[src/rtl/cam_pixel_assembler.sv]
// ============================================================================
// cam_pixel_assembler : camera byte-pair to RGB888 pixel assembler with
//                       row-aligned frame-buffer write addressing.
// Optional macro CAM_TESTPAT_EN adds a test_pattern input.
// Revision: 1.0
// ============================================================================
`default_nettype none

module cam_pixel_assembler #(
  parameter int H_ACTIVE = 320,
  parameter int V_ACTIVE = 240,
  parameter int ADDR_W   = 17
) (
  input  logic              clk,
  input  logic              reset,
  input  logic              enable,
  input  logic              vsync,
  input  logic              href,
  input  logic [7:0]        p_data,
`ifdef CAM_TESTPAT_EN
  input  logic              test_pattern,
`endif
  output logic [23:0]       pixel_data,
  output logic              pixel_valid,
  output logic [ADDR_W-1:0] addr,
  output logic              rw,
  output logic              frame_done,
  output logic              busy,
  output logic              overflow
);

  // Counters are at least 8 bits wide so the test-pattern slices always exist.
  localparam int COL_W  = ($clog2(H_ACTIVE + 1) > 8) ? $clog2(H_ACTIVE + 1) : 8;
  localparam int LINE_W = ($clog2(V_ACTIVE + 1) > 8) ? $clog2(V_ACTIVE + 1) : 8;

  localparam logic [COL_W-1:0]  H_LIM  = COL_W'(H_ACTIVE);
  localparam logic [LINE_W-1:0] V_LIM  = LINE_W'(V_ACTIVE);
  localparam logic [ADDR_W-1:0] H_STEP = ADDR_W'(H_ACTIVE);

  localparam logic [1:0] ST_IDLE   = 2'd0;
  localparam logic [1:0] ST_WAIT   = 2'd1;
  localparam logic [1:0] ST_ACTIVE = 2'd2;
  localparam logic [1:0] ST_DONE   = 2'd3;

  logic              vsync_s1_q, vsync_s1_d, vsync_s2_q, vsync_s2_d;
  logic              href_s1_q, href_s1_d, href_s2_q, href_s2_d;
  logic [7:0]        data_s1_q, data_s1_d;
  logic [1:0]        state_q, state_d;
  logic              phase_q, phase_d;
  logic [7:0]        hi_q, hi_d;
  logic [COL_W-1:0]  col_q, col_d;
  logic [LINE_W-1:0] line_q, line_d;
  logic [ADDR_W-1:0] base_q, base_d;
  logic [23:0]       pixel_data_q, pixel_data_d;
  logic              pixel_valid_q, pixel_valid_d;
  logic [ADDR_W-1:0] addr_q, addr_d;
  logic              frame_done_q, frame_done_d;
  logic              overflow_q, overflow_d;

  logic              vs_rise, vs_fall, href_fall, use_pattern;
  logic [15:0]       rgb565;
  logic [23:0]       rgb888;

  assign vs_rise   = vsync_s1_q & ~vsync_s2_q;
  assign vs_fall   = ~vsync_s1_q & vsync_s2_q;
  assign href_fall = ~href_s1_q & href_s2_q;

`ifdef CAM_TESTPAT_EN
  assign use_pattern = test_pattern;
`else
  assign use_pattern = 1'b0;
`endif

  assign rgb565 = {hi_q, data_s1_q};
  assign rgb888 = {rgb565[15:11], rgb565[15:13],
                   rgb565[10:5],  rgb565[10:9],
                   rgb565[4:0],   rgb565[4:2]};

  always_comb begin
    vsync_s1_d    = vsync;
    href_s1_d     = href;
    data_s1_d     = p_data;
    vsync_s2_d    = vsync_s1_q;
    href_s2_d     = href_s1_q;
    state_d       = state_q;
    phase_d       = phase_q;
    hi_d          = hi_q;
    col_d         = col_q;
    line_d        = line_q;
    base_d        = base_q;
    pixel_data_d  = pixel_data_q;
    pixel_valid_d = 1'b0;
    addr_d        = addr_q;
    frame_done_d  = frame_done_q;
    overflow_d    = overflow_q;

    case (state_q)
      ST_IDLE: begin
        if (enable) begin
          state_d      = ST_WAIT;
          frame_done_d = 1'b0;
          overflow_d   = 1'b0;
        end
      end
      ST_WAIT: begin
        if (!enable) begin
          state_d      = ST_IDLE;
          frame_done_d = 1'b0;
          overflow_d   = 1'b0;
        end else if (vs_fall) begin
          col_d   = '0;
          line_d  = '0;
          base_d  = '0;
          phase_d = 1'b0;
          state_d = ST_ACTIVE;
        end
      end
      ST_ACTIVE: begin
        if (!enable) begin
          state_d      = ST_IDLE;
          frame_done_d = 1'b0;
          overflow_d   = 1'b0;
        end else begin
          if (href_s1_q) begin
            if (!phase_q) begin
              hi_d    = data_s1_q;
              phase_d = 1'b1;
            end else begin
              phase_d = 1'b0;
              if (col_q < H_LIM && line_q < V_LIM) begin
                pixel_valid_d = 1'b1;
                addr_d        = base_q + ADDR_W'(col_q);
                pixel_data_d  = use_pattern ? {col_q[7:0], line_q[7:0], 8'hA5} : rgb888;
                col_d         = col_q + 1'b1;
              end else begin
                overflow_d = 1'b1;
              end
            end
          end else if (href_fall) begin
            // Closing the line drops any unpaired byte and realigns to the next row.
            phase_d = 1'b0;
            col_d   = '0;
            if (line_q < V_LIM) begin
              line_d = line_q + 1'b1;
              base_d = base_q + H_STEP;
            end
          end
          if (vs_rise) begin
            frame_done_d = 1'b1;
            state_d      = ST_DONE;
          end
        end
      end
      default: begin
        if (!enable) begin
          state_d      = ST_IDLE;
          frame_done_d = 1'b0;
          overflow_d   = 1'b0;
        end
      end
    endcase
  end

  always_ff @(posedge clk) begin
    if (reset) begin
      vsync_s1_q    <= 1'b0;
      href_s1_q     <= 1'b0;
      data_s1_q     <= '0;
      vsync_s2_q    <= 1'b0;
      href_s2_q     <= 1'b0;
      state_q       <= ST_IDLE;
      phase_q       <= 1'b0;
      hi_q          <= '0;
      col_q         <= '0;
      line_q        <= '0;
      base_q        <= '0;
      pixel_data_q  <= '0;
      pixel_valid_q <= 1'b0;
      addr_q        <= '0;
      frame_done_q  <= 1'b0;
      overflow_q    <= 1'b0;
    end else begin
      vsync_s1_q    <= vsync_s1_d;
      href_s1_q     <= href_s1_d;
      data_s1_q     <= data_s1_d;
      vsync_s2_q    <= vsync_s2_d;
      href_s2_q     <= href_s2_d;
      state_q       <= state_d;
      phase_q       <= phase_d;
      hi_q          <= hi_d;
      col_q         <= col_d;
      line_q        <= line_d;
      base_q        <= base_d;
      pixel_data_q  <= pixel_data_d;
      pixel_valid_q <= pixel_valid_d;
      addr_q        <= addr_d;
      frame_done_q  <= frame_done_d;
      overflow_q    <= overflow_d;
    end
  end

  assign pixel_data  = pixel_data_q;
  assign pixel_valid = pixel_valid_q;
  assign addr        = addr_q;
  assign rw          = pixel_valid_q;
  assign frame_done  = frame_done_q;
  assign overflow    = overflow_q;
  assign busy        = (state_q == ST_WAIT) || (state_q == ST_ACTIVE);

endmodule

`default_nettype wire
[config.mk]
export PLATFORM = sky130hd
export DESIGN_NAME = cam_pixel_assembler
export DESIGN_NICKNAME = d
export VERILOG_FILES = /design/src/rtl/cam_pixel_assembler.sv
export SDC_FILE = /design/constraint.sdc
export NUM_CORES = 1
export LEC_CHECK = 0
export ABC_AREA = 1
export BUFFER_PORTS_ARGS = -buffer_cell sky130_fd_sc_hd__buf_2
export CAP_MARGIN = 20
export CORE_UTILIZATION = 50
export DETAILED_ROUTE_END_ITERATION = 12
export GPL_TIMING_DRIVEN = 0
export PLACE_DENSITY = 0.71
export SETUP_SLACK_MARGIN = 0.4
export SLEW_MARGIN = 0
export SYNTH_ARGS = -nofsm -noshare
export SYNTH_HDL_FRONTEND = slang
export SYNTH_SLANG_ARGS = --single-unit
[constraint.sdc]
create_clock -name clk -period 3.75 [get_ports clk]
set_input_delay 0.9375 -clock clk [delete_from_list [all_inputs] [get_ports clk]]
set_output_delay 0.9375 -clock clk [all_outputs]
set_load 0.05 [all_outputs]
==> results.md, run 1 <==
- Maximum fanout count along the critical path: 4
- Leakage power: 2.099 nW
- Antenna violations before repair: 0
- Setup TNS Final: 0 ns
- Routing layer with the top usage in global route: met2
- Warnings, synthesis: 0
- Shortest clock period the worst path allows after layout: 2.311 ns
- Antenna diodes: 0
- Hold Path End: pixel_data[12]
- Comb power frac: 21.9%
- Height of the chip: 92.35 um
- Post-synth ARST share: 0%
- Run status: finished clean
- Final period utilization: 61.63%
- IR drop worst, VDD: 0.3135 mV
- Post-Route Skew: 0.01263 ns
- Fraction of post-synthesis cell area in the top cell type by area: 42.67%
- Count of mapped cells out of synthesis: 566
- Max Transition Viols Final: 0
- DR pass1 iterations: 7
- Post-synth top flop: sky130_fd_sc_hd__dfxtp_1
- Series of cell instances along the critical path: inv_1, ha_1, buf_2
- Switching Fraction: 33.80%
- Startpoint of the tightest hold check path: data_s1_q[7]
- Total standard cell area after synthesis: 4081 um^2
- Area Growth Syn to Fin: 15.30%
- Area of the placeable core: 7807 um^2
- Portion of total power attributed to sequential cells: 46.1%
- Row count: 32
- GRT Residual Overflow: 0
- Global placer's final weighted congestion: 0.9008
- Largest net degree at the start of global routing: 17
- Post-synthesis sequential area ratio: 42.67%
- Number of violations reported at the end of detailed-routing iteration 0: 152
- Worst Reg-to-Reg Cells: 9
- DP HPWL: 6969 um
- Top cell types by occurrence after synthesis: sky130_fd_sc_hd__nand2_1, sky130_fd_sc_hd__dfxtp_1, sky130_fd_sc_hd__nor2_1
- Post-Synth XOR/XNOR Area: 1.288%
- Most area-consuming cells after synthesis: sky130_fd_sc_hd__dfxtp_1, sky130_fd_sc_hd__nand2_1, sky130_fd_sc_hd__nor2_1
- Critical path startpoint category: flip-flop
- Instance count along the most critical hold path: 2
- H-tree lvl count: 3
- Met2 usage: 38.77%
- Fraction of layout instances using a drive strength above 1: 19.41%
- Clock sink count: 87
- Horizontal die dimension: 92.35 um
- Sequential cell area: 1742 um^2
- Synth Area in Adders: 3.066%
- Share of power burned in the clock network: 32.0%
- Detailed-route DRC error count: 0
- Post CTS Setup Buffer Count: 0
- Clock buffers created by TritonCTS: 9
- Number of instances resized during post-cts repair: 0
- Wire length per cell: 12.82 um
- Number of synthesized flops with an enable pin: 0
- Final core area utilization: 60.27%
- R2r endpoint: base_q[13]
- Worst reg2reg path startpoint: state_q[0]
- Total of flip-flops plus latches after synthesis: 87
- All-Layer GR Usage: 23.99%
- Setup crit end kind: output port
- Source-to-sink clock delay at the later pin of the worst-skew pair: 0.37 ns
- Syn Area/Cell: 7.211 um^2
- Number of vias in the routed layout: 3782
- Max-cap viol count: 0
- Post-Synthesis Net Count: 589
- Cell type with the largest total area after synthesis: sky130_fd_sc_hd__dfxtp_1
- Actual transition at the worst max-transition pin: 0.5791 ns
- Smallest hold slack: 0.4524 ns
- Global routing met1 resource utilization: 31.70%
- Number of port buffers: 57
- Post-detailed-route via-to-cell ratio: 5.104
- Final Hold Vio Count: 0
- Final wirelength: 9498 um
- Clk root buf: sky130_fd_sc_hd__clkbuf_8
- Simple-gate area share of the yosys netlist: 29.40%
- Type of the worst min-delay path: flip-flop to flip-flop
- Worst EP required: 2.81 ns
- Starting Density: 52.28%
- Critical path buffer and inverter count: 2
- Final setup violation count: 0
- Delay-heaviest family, CP: flip-flops
- Largest family of logic cells by synthesized area: simple AND/OR/NAND/NOR gates
- P_int: 1.448 mW
- Critical Path Slowest Stage Cell: sky130_fd_sc_hd__dfxtp_1
- CTS tree: built
- Unrepaired setup endpoints after global routing: false
- Mux cell area share after synthesis: 0%
- Clock transition at path regs: 0.10 ns
- Met3 Usage GRT: 4.762%
- Tightest slew margin relative to the limit: 61.40%
- Buffer depth of the longest clock path: 2
- Total power per unit cell area: 464.7 nW/um^2
- Wire length of the first global-routing pass: 16150 um
- Net switching power: 0.7392 mW
- Fillers: 780
- Maximum clock frequency: 0.4327 GHz
- Count of pins on the block boundary: 59
- Final nets: 657
- Most frequent cell after synthesis: sky130_fd_sc_hd__nand2_1
- Delay of the slowest cell on the worst path: 0.39 ns
- Number of global-route vias before repair: 3525
- Post-DRT Antenna Nets: 0
- Fraction of the mapped netlist area in compound gates: 13.03%
- Total area of multi-input combinational cells: 1909 um^2
- Register-to-register setup slack: 1.78 ns
- Critical path start-end classification: flip-flop to output port
- Unique cell type count in the Yosys netlist: 33
- Die area: 8529 um^2
- Post-cts hold buffer count: 0
- Arrival @ worst endpoint: 1.37 ns
==> layout by cell type, fill, tap and decap left out, types with 3 or more instances in the layout <==
cell and n:
sky130_fd_sc_hd__dfxtp_1 87, sky130_fd_sc_hd__inv_2 4, sky130_fd_sc_hd__xor2_1 4, sky130_fd_sc_hd__inv_1 60
sky130_fd_sc_hd__nor2_1 70, sky130_fd_sc_hd__o21ai_1 12, sky130_fd_sc_hd__nand4_1 12, sky130_fd_sc_hd__o21ai_0 20
sky130_fd_sc_hd__o21a_1 4, sky130_fd_sc_hd__buf_6 5, sky130_fd_sc_hd__clkbuf_1 6, sky130_fd_sc_hd__nor3_1 4
sky130_fd_sc_hd__inv_6 4, sky130_fd_sc_hd__nand3_1 36, sky130_fd_sc_hd__nand2_1 135, sky130_fd_sc_hd__a21oi_1 46
sky130_fd_sc_hd__clkbuf_8 10, sky130_fd_sc_hd__buf_2 60, sky130_fd_sc_hd__nor2_4 4, sky130_fd_sc_hd__a21oi_2 10
sky130_fd_sc_hd__ha_1 10, sky130_fd_sc_hd__nand2_2 5, sky130_fd_sc_hd__nor2_2 3, sky130_fd_sc_hd__buf_4 11
==> through the flow <==
stage | area [um^2] | instances | total power [mW] | setup slack, ns
after floorplan | 4081 | 566 | 1.384 | 1.768
after global placement | 4494 | 725 | 1.494 | 1.492
after detailed placement | 4494 | 725 | 1.506 | 1.487
after global routing | 4706 | 741 | 2.309 | 1.353
after CTS | 4706 | 741 | 2.196 | 1.421
final | 4706 | 741 | 2.187 | 1.439
==> per-layer routing <==
metal	share of wire, %	wire (um)
met2	45	4305
met5	0	0
met1	47	4478
met3	5.5	525
met4	2.0	188
==> cells by family (layout without fill, tap and decap cells) <==
| family | after synthesis | after routing |
|---|---|---|
| xor gates and xnor gates | 6 | 6 |
| DFF | 87 | 87 |
| and+or+nand+nor | 276 | 276 |
| adders and majority gates | 10 | 10 |
| AOI/OAI and AO/OA | 95 | 95 |
| buffers and inverters | 92 | 165 |
==> worst max-delay path by stage <==
stage	start	to	slack [ns]	cells after the start
6_report	state_q[0]	busy	1.44	3
5_1_grt	state_q[1]	busy	1.35	3
4_1_cts	state_q[0]	busy	1.42	3
3_5_place_dp	enable	base_q[13]	1.49	9
3_3_place_gp	enable	base_q[13]	1.49	9
2_1_floorplan	state_q[0]	base_q[13]	1.77	10
==> cell type report <==
cell class | instances | share of cell area (%)
Multi-Input combinational cell | 387 | 40.57
Timing Repair Buffer | 57 | 6.062
Tap cell | 102 | 2.712
Sequential cell | 87 | 37.01
Clock inverter | 6 | 1.569
Buffer | 27 | 3.909
Clock buffer | 10 | 2.925
Inverter | 65 | 5.238
==> power by group through the flow <==
stage	Combinational [mW]	Clock [mW]	Sequential [mW]
2_1_floorplan	0.364	0	1.02
4_1_cts	0.481	0.706	1.01
3_5_place_dp	0.476	0	1.03
5_1_grt	0.539	0.752	1.02
3_3_place_gp	0.466	0	1.03
6_report	0.479	0.700	1.01
==> state kept, by name, indices dropped and copies added (netlist names), 2 cells and up <==
register / cells
col_q: 9
hi_q: 8
line_q: 8
pixel_data: 16
base_q: 11
addr: 17
state_q: 2
data_s1_q: 8
==> worst register-to-register path, cell delays in order (launching register included) <==
cell	delay [ns]
sky130_fd_sc_hd__dfxtp_1	0.39
sky130_fd_sc_hd__inv_1	0.08
sky130_fd_sc_hd__ha_1	0.29
sky130_fd_sc_hd__a21oi_1	0.20
sky130_fd_sc_hd__nand2_1	0.08
sky130_fd_sc_hd__nor2_2	0.22
sky130_fd_sc_hd__nand2_1	0.16
sky130_fd_sc_hd__buf_4	0.21
sky130_fd_sc_hd__a21oi_1	0.18
sky130_fd_sc_hd__nor2_1	0.05
(Power assumes the default switching activity.)
==> run 2, diff against run 1 <==
--- a/config.mk
+++ b/config.mk
@@ -11,7 +11,7 @@
 export CORE_UTILIZATION = 50
 export DETAILED_ROUTE_END_ITERATION = 12
 export GPL_TIMING_DRIVEN = 0
-export PLACE_DENSITY = 0.71
+export PLACE_DENSITY = 0.74
 export SETUP_SLACK_MARGIN = 0.4
 export SLEW_MARGIN = 0
 export SYNTH_ARGS = -nofsm -noshare
==> constraint.sdc (replaced) <==
create_clock -name clk -period 2 [get_ports clk]
set_input_delay 0.5 -clock clk [delete_from_list [all_inputs] [get_ports clk]]
set_output_delay 0.5 -clock clk [all_outputs]
set_load 0.05 [all_outputs]
==> run 2 against run 1 <==
- worst setup slack worse by 1.2 ns
- total power is 110% higher
- worst hold slack worse by 0.13 ns
- wire length is 14% higher
- design area is 17% higher
- clock power is 90% higher
- largest power group unchanged
- highest routed layer unchanged
==> results.md, run 2 (synthesized netlist as in run 1, its figures left out) <==
- Post-Route Skew: 0.01341 ns (+0.0007741 ns)
- Final Hold Vio Count: 0 (unchanged)
- Global placer's final weighted congestion: 0.8565 (-4.9%)
- Worst reg2reg path startpoint: state_q[0]
- Worst Slack Setup Final: 0.2689 ns (-1.170 ns)
- Non-Filler Cell Area, Final: 5483 um^2 (+17%)
- Max-cap viol count: 0 (unchanged)
- Buffer depth of the longest clock path: 2 (unchanged)
- Largest net degree at the start of global routing: 17 (unchanged)
- Final core area utilization: 70.22% (+10 points)
- Horizontal die dimension: 92.35 um (unchanged)
- Maximum fanout count along the critical path: 5 (+1)
- DP Area: 4528 um^2 (+0.75%)
- Commonest cells after routing, fill and taps aside: sky130_fd_sc_hd__nand2_1, sky130_fd_sc_hd__dfxtp_1, sky130_fd_sc_hd__nor2_1
- Starting Density: 52.28% (unchanged)
- Run status: finished clean
- Hold Path End: data_s1_q[1]
- Post-DRT Antenna Nets: 0 (unchanged)
- Clk root buf: sky130_fd_sc_hd__clkbuf_8
- Worst EP required: 2.26 ns (-0.55 ns)
- Number of violations reported at the end of detailed-routing iteration 0: 265 (+74%)
- H-tree lvl count: 3 (unchanged)
- Tightest slew margin relative to the limit: 52.10% (-9.3 points)
- Post-detailed-route via-to-cell ratio: 5.231 (+2.5%)
- Critical Path Slowest Stage Cell: sky130_fd_sc_hd__dfxtp_4
- Number of port buffers: 57 (unchanged)
- Worst Reg-to-Reg Cells: 10 (+1)
- Detailed-route DRC error count: 0 (unchanged)
- CTS tree: built
- Number of standard cells in the layout, taps in and fillers out: 765 (+3.2%)
- Setup TNS Final: 0 ns (unchanged)
- Wire length per cell: 14.18 um (+11%)
- Most common cell after layout, fill and taps aside: sky130_fd_sc_hd__nand2_1
- Actual transition at the worst max-transition pin: 0.7185 ns (+0.1395 ns)
- All-Layer GR Usage: 24.43% (+0.44 points)
- Wire length of the first global-routing pass: 16140 um (about the same)
- Antenna violations before repair: 0 (unchanged)
- Number of global-route vias before repair: 3410 (-3.3%)
- Placed Cells: 725 (unchanged)
- Height of the chip: 92.35 um (unchanged)
- Final nets: 681 (+3.7%)
- Final Power: 4.681 mW (+110%)
- Critical path startpoint category: flip-flop
- Die area: 8529 um^2 (unchanged)
- Source-to-sink clock delay at the later pin of the worst-skew pair: 0.38 ns (about the same)
- Clock transition at path regs: 0.10 ns (about the same)
- Number of vias in the routed layout: 4002 (+5.8%)
- IR drop worst, VDD: 0.7386 mV (+140%)
- Smallest hold slack: 0.3199 ns (-0.1325 ns)
- Max Transition Viols Final: 0 (unchanged)
- Register-to-register setup slack: 0.27 ns (-1.51 ns)
- Arrival @ worst endpoint: 1.99 ns (+0.62 ns)
- Unrepaired setup endpoints after global routing: true
- DR pass1 iterations: 5 (-2)
- Delay of the slowest cell on the worst path: 0.38 ns (about the same)
- Final setup violation count: 0 (unchanged)
- Fraction of layout instances using a drive strength above 1: 34.39% (+15 points)
- Clock buffers created by TritonCTS: 9 (unchanged)
- Clock sink count: 87 (unchanged)
- Leakage power: 2.471 nW (+18%)
- Post-placement worst setup slack: 0.1149 ns (-1.372 ns)
- Final period utilization: 86.55%
- DP HPWL: 7055 um (+1.2%)
- Series of cell instances along the critical path: inv_4, ha_4, inv_2, a21oi_4, nand2_2, nor2_4, nand2_4, buf_6, o21ai_2, a21oi_1
- GRT Residual Overflow: 0 (unchanged)
- Total power per unit cell area: 853.8 nW/um^2 (+84%)
- Startpoint of the tightest hold check path: p_data[1]
- Critical path start-end classification: flip-flop to flip-flop
- Instance count along the most critical hold path: 3 (+1)
- Shortest clock period the worst path allows after layout: 1.731 ns
- Largest register FFs: 17 (unchanged)
- Final wirelength: 10850 um (+14%)
- Count of pins on the block boundary: 59 (unchanged)
- R2r endpoint: line_q[3]
- Type of the worst min-delay path: input pin to flip-flop
- Maximum clock frequency: 0.5777 GHz
- Area Growth Syn to Fin: 34.33%
- Setup crit end kind: flip-flop
- Antenna diodes: 0 (unchanged)
- Area of the placeable core: 7807 um^2 (unchanged)
- Row count: 32 (unchanged)
-- run 2: cell count changes in the layout (fill, tap and decap cells not counted), moves of 11 or more --
cell,previous run,this run
sky130_fd_sc_hd__a21oi_2,10,32
sky130_fd_sc_hd__nand2_4,0,15
sky130_fd_sc_hd__a21oi_1,46,22
sky130_fd_sc_hd__nand2_1,135,111
sky130_fd_sc_hd__buf_2,60,49
sky130_fd_sc_hd__buf_4,11,22
-- run 2: worst max path at each step --
stage | slack (ns) | cells after the start | endpoint | startpoint
2_1_floorplan | 0.37 | 10 | line_q[3] | state_q[0]
3_3_place_gp | 0.12 | 9 | hi_q[4] | state_q[0]
3_5_place_dp | 0.11 | 9 | hi_q[4] | state_q[0]
4_1_cts | 0.29 | 3 | busy | state_q[0]
5_1_grt | 0.21 | 10 | line_q[3] | state_q[0]
6_report | 0.27 | 10 | line_q[3] | state_q[0]
-- run 2: repair_timing --
item                                    in CTS  in global routing
hold buffers                                 0                  0
pin swaps                                   17                 26
buffers inserted                            14                  3
gates cloned                                 2                  5
endpoints found under the setup margin      72                 76
resized for setup                           45                 93
-- run 2: metal layers --
metal / vias to the layer above / global-route usage, % / wire length [um]
li1: 1992 / - / -
met1: 1875 / 31.85 / 4929
met2: 118 / 40.62 / 5231
met3: 17 / 3.695 / 507
met4: 0 / 9.505 / 181
met5: - / 0 / 0
-- run 2: final cells by class --
| class | instances | area, um^2 |
|---|---|---|
| fill | 644 | 2325 |
| inverter | 65 | 264.0 |
| multi-input combinational | 387 | 2301 |
| timing repair buffer | 80 | 588.1 |
| clock inverter | 6 | 76.32 |
| sequential | 87 | 1749 |
| tap | 102 | 127.6 |
| clock buffer | 10 | 137.6 |
| buffer | 27 | 230.2 |
| timing repair inverter | 1 | 8.758 |
-- run 2: power breakdown --
group          total (mW)  switching (mW)  internal, mW
Sequential           1.92           0.103          1.82
Clock                1.33           0.698         0.634
Combinational        1.43           0.841         0.587
Total                4.68            1.64          3.04
-- run 2: worst max-delay path: cells and delay by family, from the launching register on --
kind,cells,cell delay [ns]
compound gates,3,0.34
simple gates,3,0.39
flops,1,0.38
buf+inv,3,0.25
fa+ha+maj,1,0.27
==> run 3, diff against run 2 <==
--- a/config.mk
+++ b/config.mk
@@ -5,13 +5,13 @@
 export SDC_FILE = /design/constraint.sdc
 export NUM_CORES = 1
 export LEC_CHECK = 0
-export ABC_AREA = 1
+export ABC_CLOCK_PERIOD_IN_PS = 2000
 export BUFFER_PORTS_ARGS = -buffer_cell sky130_fd_sc_hd__buf_2
 export CAP_MARGIN = 20
 export CORE_UTILIZATION = 50
 export DETAILED_ROUTE_END_ITERATION = 12
 export GPL_TIMING_DRIVEN = 0
-export PLACE_DENSITY = 0.74
+export PLACE_DENSITY = 0.75
 export SETUP_SLACK_MARGIN = 0.4
 export SLEW_MARGIN = 0
 export SYNTH_ARGS = -nofsm -noshare
==> run 3 against run 2 <==
- non-clock buffer count up 17
- sequential power decreased by 2%
- critical path depth decreased by 2
==> results.md, run 3 <==
- Wire length of the first global-routing pass: 13630 um (-16%)
- Top cell types by occurrence after synthesis: sky130_fd_sc_hd__dfxtp_1, sky130_fd_sc_hd__nand2_1, sky130_fd_sc_hd__a21oi_1
- Leakage power: 1.989 nW (-19%)
- Starting Density: 51.56% (-0.71 points)
- Total standard cell area after synthesis: 3740 um^2 (-8.4%)
- Final nets: 567 (-17%)
- Wire length per cell: 16.13 um (+14%)
- Post-cts hold buffer count: 0 (unchanged)
- Area Growth Syn to Fin: 46.40%
- Detailed-route DRC error count: 0 (unchanged)
- Buffer depth of the longest clock path: 2 (unchanged)
- Final Hold Vio Count: 0 (unchanged)
- Final core area utilization: 75.49% (+5.3 points)
- Switching Fraction: 32.81% (-2.3 points)
- Warnings, synthesis: 0 (unchanged)
- Post-Route Skew: 0.008757 ns (-0.004651 ns)
- Most common cell after layout, fill and taps aside: sky130_fd_sc_hd__dfxtp_1
- P_int: 2.753 mW (-9.4%)
- Register-to-register setup slack: 0.16 ns (-0.11 ns)
- Antenna diodes: 0 (unchanged)
- Number of port buffers: 57 (unchanged)
- Largest register FFs: 17 (unchanged)
- Tightest slew margin relative to the limit: 53.16% (+1.1 points)
- Setup TNS Final: 0 ns (unchanged)
- Horizontal die dimension: 88.49 um (-4.2%)
- Share of power burned in the clock network: 27.5% (-1.0 points)
- Final period utilization: 91.94% (+5.4 points)
- DR pass1 iterations: 5 (unchanged)
- Total of flip-flops plus latches after synthesis: 87 (unchanged)
- Net switching power: 1.344 mW (-18%)
- Post-synth ARST share: 0% (unchanged)
- Die area: 7830 um^2 (-8.2%)
- Source-to-sink clock delay at the later pin of the worst-skew pair: 0.35 ns (-0.03 ns)
- Max-cap viol count: 0 (unchanged)
- Most area-consuming cells after synthesis: sky130_fd_sc_hd__dfxtp_1, sky130_fd_sc_hd__nand2_1, sky130_fd_sc_hd__a21oi_1
- Startpoint of the tightest hold check path: vsync
- Fraction of layout instances using a drive strength above 1: 47.36% (+13 points)
- Final setup violation count: 0 (unchanged)
- Final Power: 4.097 mW (-12%)
- Number of vias in the routed layout: 3505 (-12%)
- Unrepaired setup endpoints after global routing: true
- Number of synthesized flops with an enable pin: 0 (unchanged)
- Run status: finished clean
- IR drop worst, VDD: 0.6789 mV (-8.1%)
- Number of global-route vias before repair: 2912 (-15%)
- Worst reg2reg path startpoint: state_q[1]
- Most frequent cell after synthesis: sky130_fd_sc_hd__dfxtp_1
- Post-DRT Antenna Nets: 0 (unchanged)
- Cell type with the largest total area after synthesis: sky130_fd_sc_hd__dfxtp_1
- Fillers: 487 (-24%)
- Height of the chip: 88.49 um (-4.2%)
- Syn Area/Cell: 8.480 um^2 (+18%)
- Count of mapped cells out of synthesis: 441 (-22%)
- All-Layer GR Usage: 22.73% (-1.7 points)
- Hold Path End: vsync_s1_q
- Placed Cells: 597 (-18%)
- Critical path start-end classification: flip-flop to flip-flop
- Non-Filler Cell Area, Final: 5475 um^2 (-0.14%)
- GRT Residual Overflow: 0 (unchanged)
- Clock buffers created by TritonCTS: 9 (unchanged)
- Worst EP required: 2.24 ns (-0.02 ns)
- Unique cell type count in the Yosys netlist: 42 (+27%)
- Number of standard cells in the layout, taps in and fillers out: 648 (-15%)
- Post-placement worst setup slack: 0.01416 ns (-0.1007 ns)
- Smallest hold slack: 0.3596 ns (+0.03969 ns)
- Critical Path Slowest Stage Cell: sky130_fd_sc_hd__a221o_1
- Clk root buf: sky130_fd_sc_hd__clkbuf_8
- CTS tree: built
- Maximum fanout count along the critical path: 6 (+1)
- Critical path startpoint category: flip-flop
- Worst Slack Setup Final: 0.1612 ns (-0.1077 ns)
- Comb power frac: 26.6% (-3.9 points)
- DP Area: 4255 um^2 (-6.0%)
- Count of pins on the block boundary: 59 (unchanged)
- Post-detailed-route via-to-cell ratio: 5.409 (+3.4%)
- Setup crit end kind: flip-flop
- Clock sink count: 87 (unchanged)
- Portion of total power attributed to sequential cells: 45.9% (+4.9 points)
- Clock transition at path regs: 0.09 ns (about the same)
- Number of violations reported at the end of detailed-routing iteration 0: 216 (-18%)
- Post-synth top flop: sky130_fd_sc_hd__dfxtp_1
- Fraction of post-synthesis cell area in the top cell type by area: 46.57% (+3.9 points)
- Instance count along the most critical hold path: 2 (-1)
- Post-synthesis sequential area ratio: 46.57% (+3.9 points)
- Worst Reg-to-Reg Cells: 8 (-2)
- Max Transition Viols Final: 0 (unchanged)
- Series of cell instances along the critical path: inv_4, ha_4, nand2b_4, a221o_1, buf_6, nor3_2, xnor2_1, nor2_1
- Row count: 31 (-3.1%)
- H-tree lvl count: 3 (unchanged)
- Shortest clock period the worst path allows after layout: 1.839 ns (+0.1077 ns)
- Largest net degree at the start of global routing: 16 (-1)
- Actual transition at the worst max-transition pin: 0.7026 ns (-0.01593 ns)
- Global placer's final weighted congestion: 0.8591 (+0.30%)
- DP HPWL: 5841 um (-17%)
- Maximum clock frequency: 0.5438 GHz (-5.9%)
- Antenna violations before repair: 0 (unchanged)
- Post-Synthesis Net Count: 464 (-21%)
- R2r endpoint: col_q[6]
- Type of the worst min-delay path: input pin to flip-flop
- Sequential cell area: 1774 um^2 (+1.4%)
- Delay of the slowest cell on the worst path: 0.41 ns (+0.03 ns)
- Final wirelength: 10450 um (-3.7%)
- Total power per unit cell area: 748.4 nW/um^2 (-12%)
- Arrival @ worst endpoint: 2.08 ns (+0.09 ns)
- Commonest cells after routing, fill and taps aside: sky130_fd_sc_hd__dfxtp_1, sky130_fd_sc_hd__nand2_1, sky130_fd_sc_hd__buf_2
- Area of the placeable core: 7253 um^2 (-7.1%)
- Total area of multi-input combinational cells: 2436 um^2 (+5.9%)
-- run 3: changes by cell type in the layout (fill, tap and decap cells not counted), moves of 14 or more --
cell / delta
sky130_fd_sc_hd__nor2_1: -30
sky130_fd_sc_hd__nand3_1: -20
sky130_fd_sc_hd__nand2_1: -58
sky130_fd_sc_hd__nor2b_1: +14
sky130_fd_sc_hd__inv_1: -52
sky130_fd_sc_hd__xnor2_1: +22
-- run 3: kinds of logic after synthesis --
group / after synthesis / synth area share, %
and+or+nand+nor: 184 / 23.08
AOI/OAI and AO/OA: 92 / 14.82
DFF: 87 / 46.57
buffers and inverters: 39 / 5.286
xor gates and xnor gates: 26 / 6.089
adders and majority gates: 10 / 3.346
muxes: 3 / 0.8030
-- run 3: cell type report --
class	count	share of cell area [%]
tap	99	2.262
timing repair buffer	92	12.43
buffer	32	4.662
sequential	87	32.40
clock inverter	6	0.8455
multi-input combinational	315	44.49
inverter	7	0.5713
clock buffer	10	2.331
-- run 3: power groups by stage --
stage / sequential [mW] / combinational, mW / clock [mW]
floorplan: 1.89 / 0.555 / 0
global placement: 1.90 / 0.673 / 0
detailed placement: 1.91 / 0.689 / 0
CTS: 1.87 / 0.908 / 1.12
global route: 1.89 / 1.15 / 1.21
finish: 1.88 / 1.09 / 1.13
-- run 3: timing repair --
item,CTS,global route
hold endpoints to repair,0,0
resized for setup,42,159
pin swaps,15,68
endpoints found under the setup margin,74,81
cloned,0,5
buffers inserted,11,19
-- run 3: layer usage --
metal	vias to the layer above	global-route usage (%)	share of wire (%)
met5	-	0	0
met3	20	3.731	3.6
met2	97	39.44	54
met4	0	7.918	1.6
met1	1686	28.60	40
li1	1702	-	-
-- run 3: worst max path at each step --
| stage | end | slack [ns] | depth (start not counted) | from |
|---|---|---|---|---|
| detailed placement | base_q[8] | 0.01 | 7 | enable |
| finish | col_q[6] | 0.16 | 8 | state_q[1] |
| global placement | pixel_data[22] | 0.08 | 8 | state_q[0] |
| floorplan | line_q[6] | 0.24 | 7 | state_q[0] |
| global route | col_q[8] | 0.003 | 8 | state_q[1] |
| CTS | col_q[2] | 0.20 | 8 | state_q[1] |
-- run 3: worst max-delay path: cells and delay by family, from the launching register on --
| family | cells | cell delay [ns] |
|---|---|---|
| and+or+nand+nor | 3 | 0.37 |
| xor gates and xnor gates | 1 | 0.14 |
| AOI/OAI and AO/OA | 1 | 0.41 |
| adders and majority gates | 1 | 0.18 |
| DFF | 1 | 0.39 |
| buffers and inverters | 2 | 0.22 |
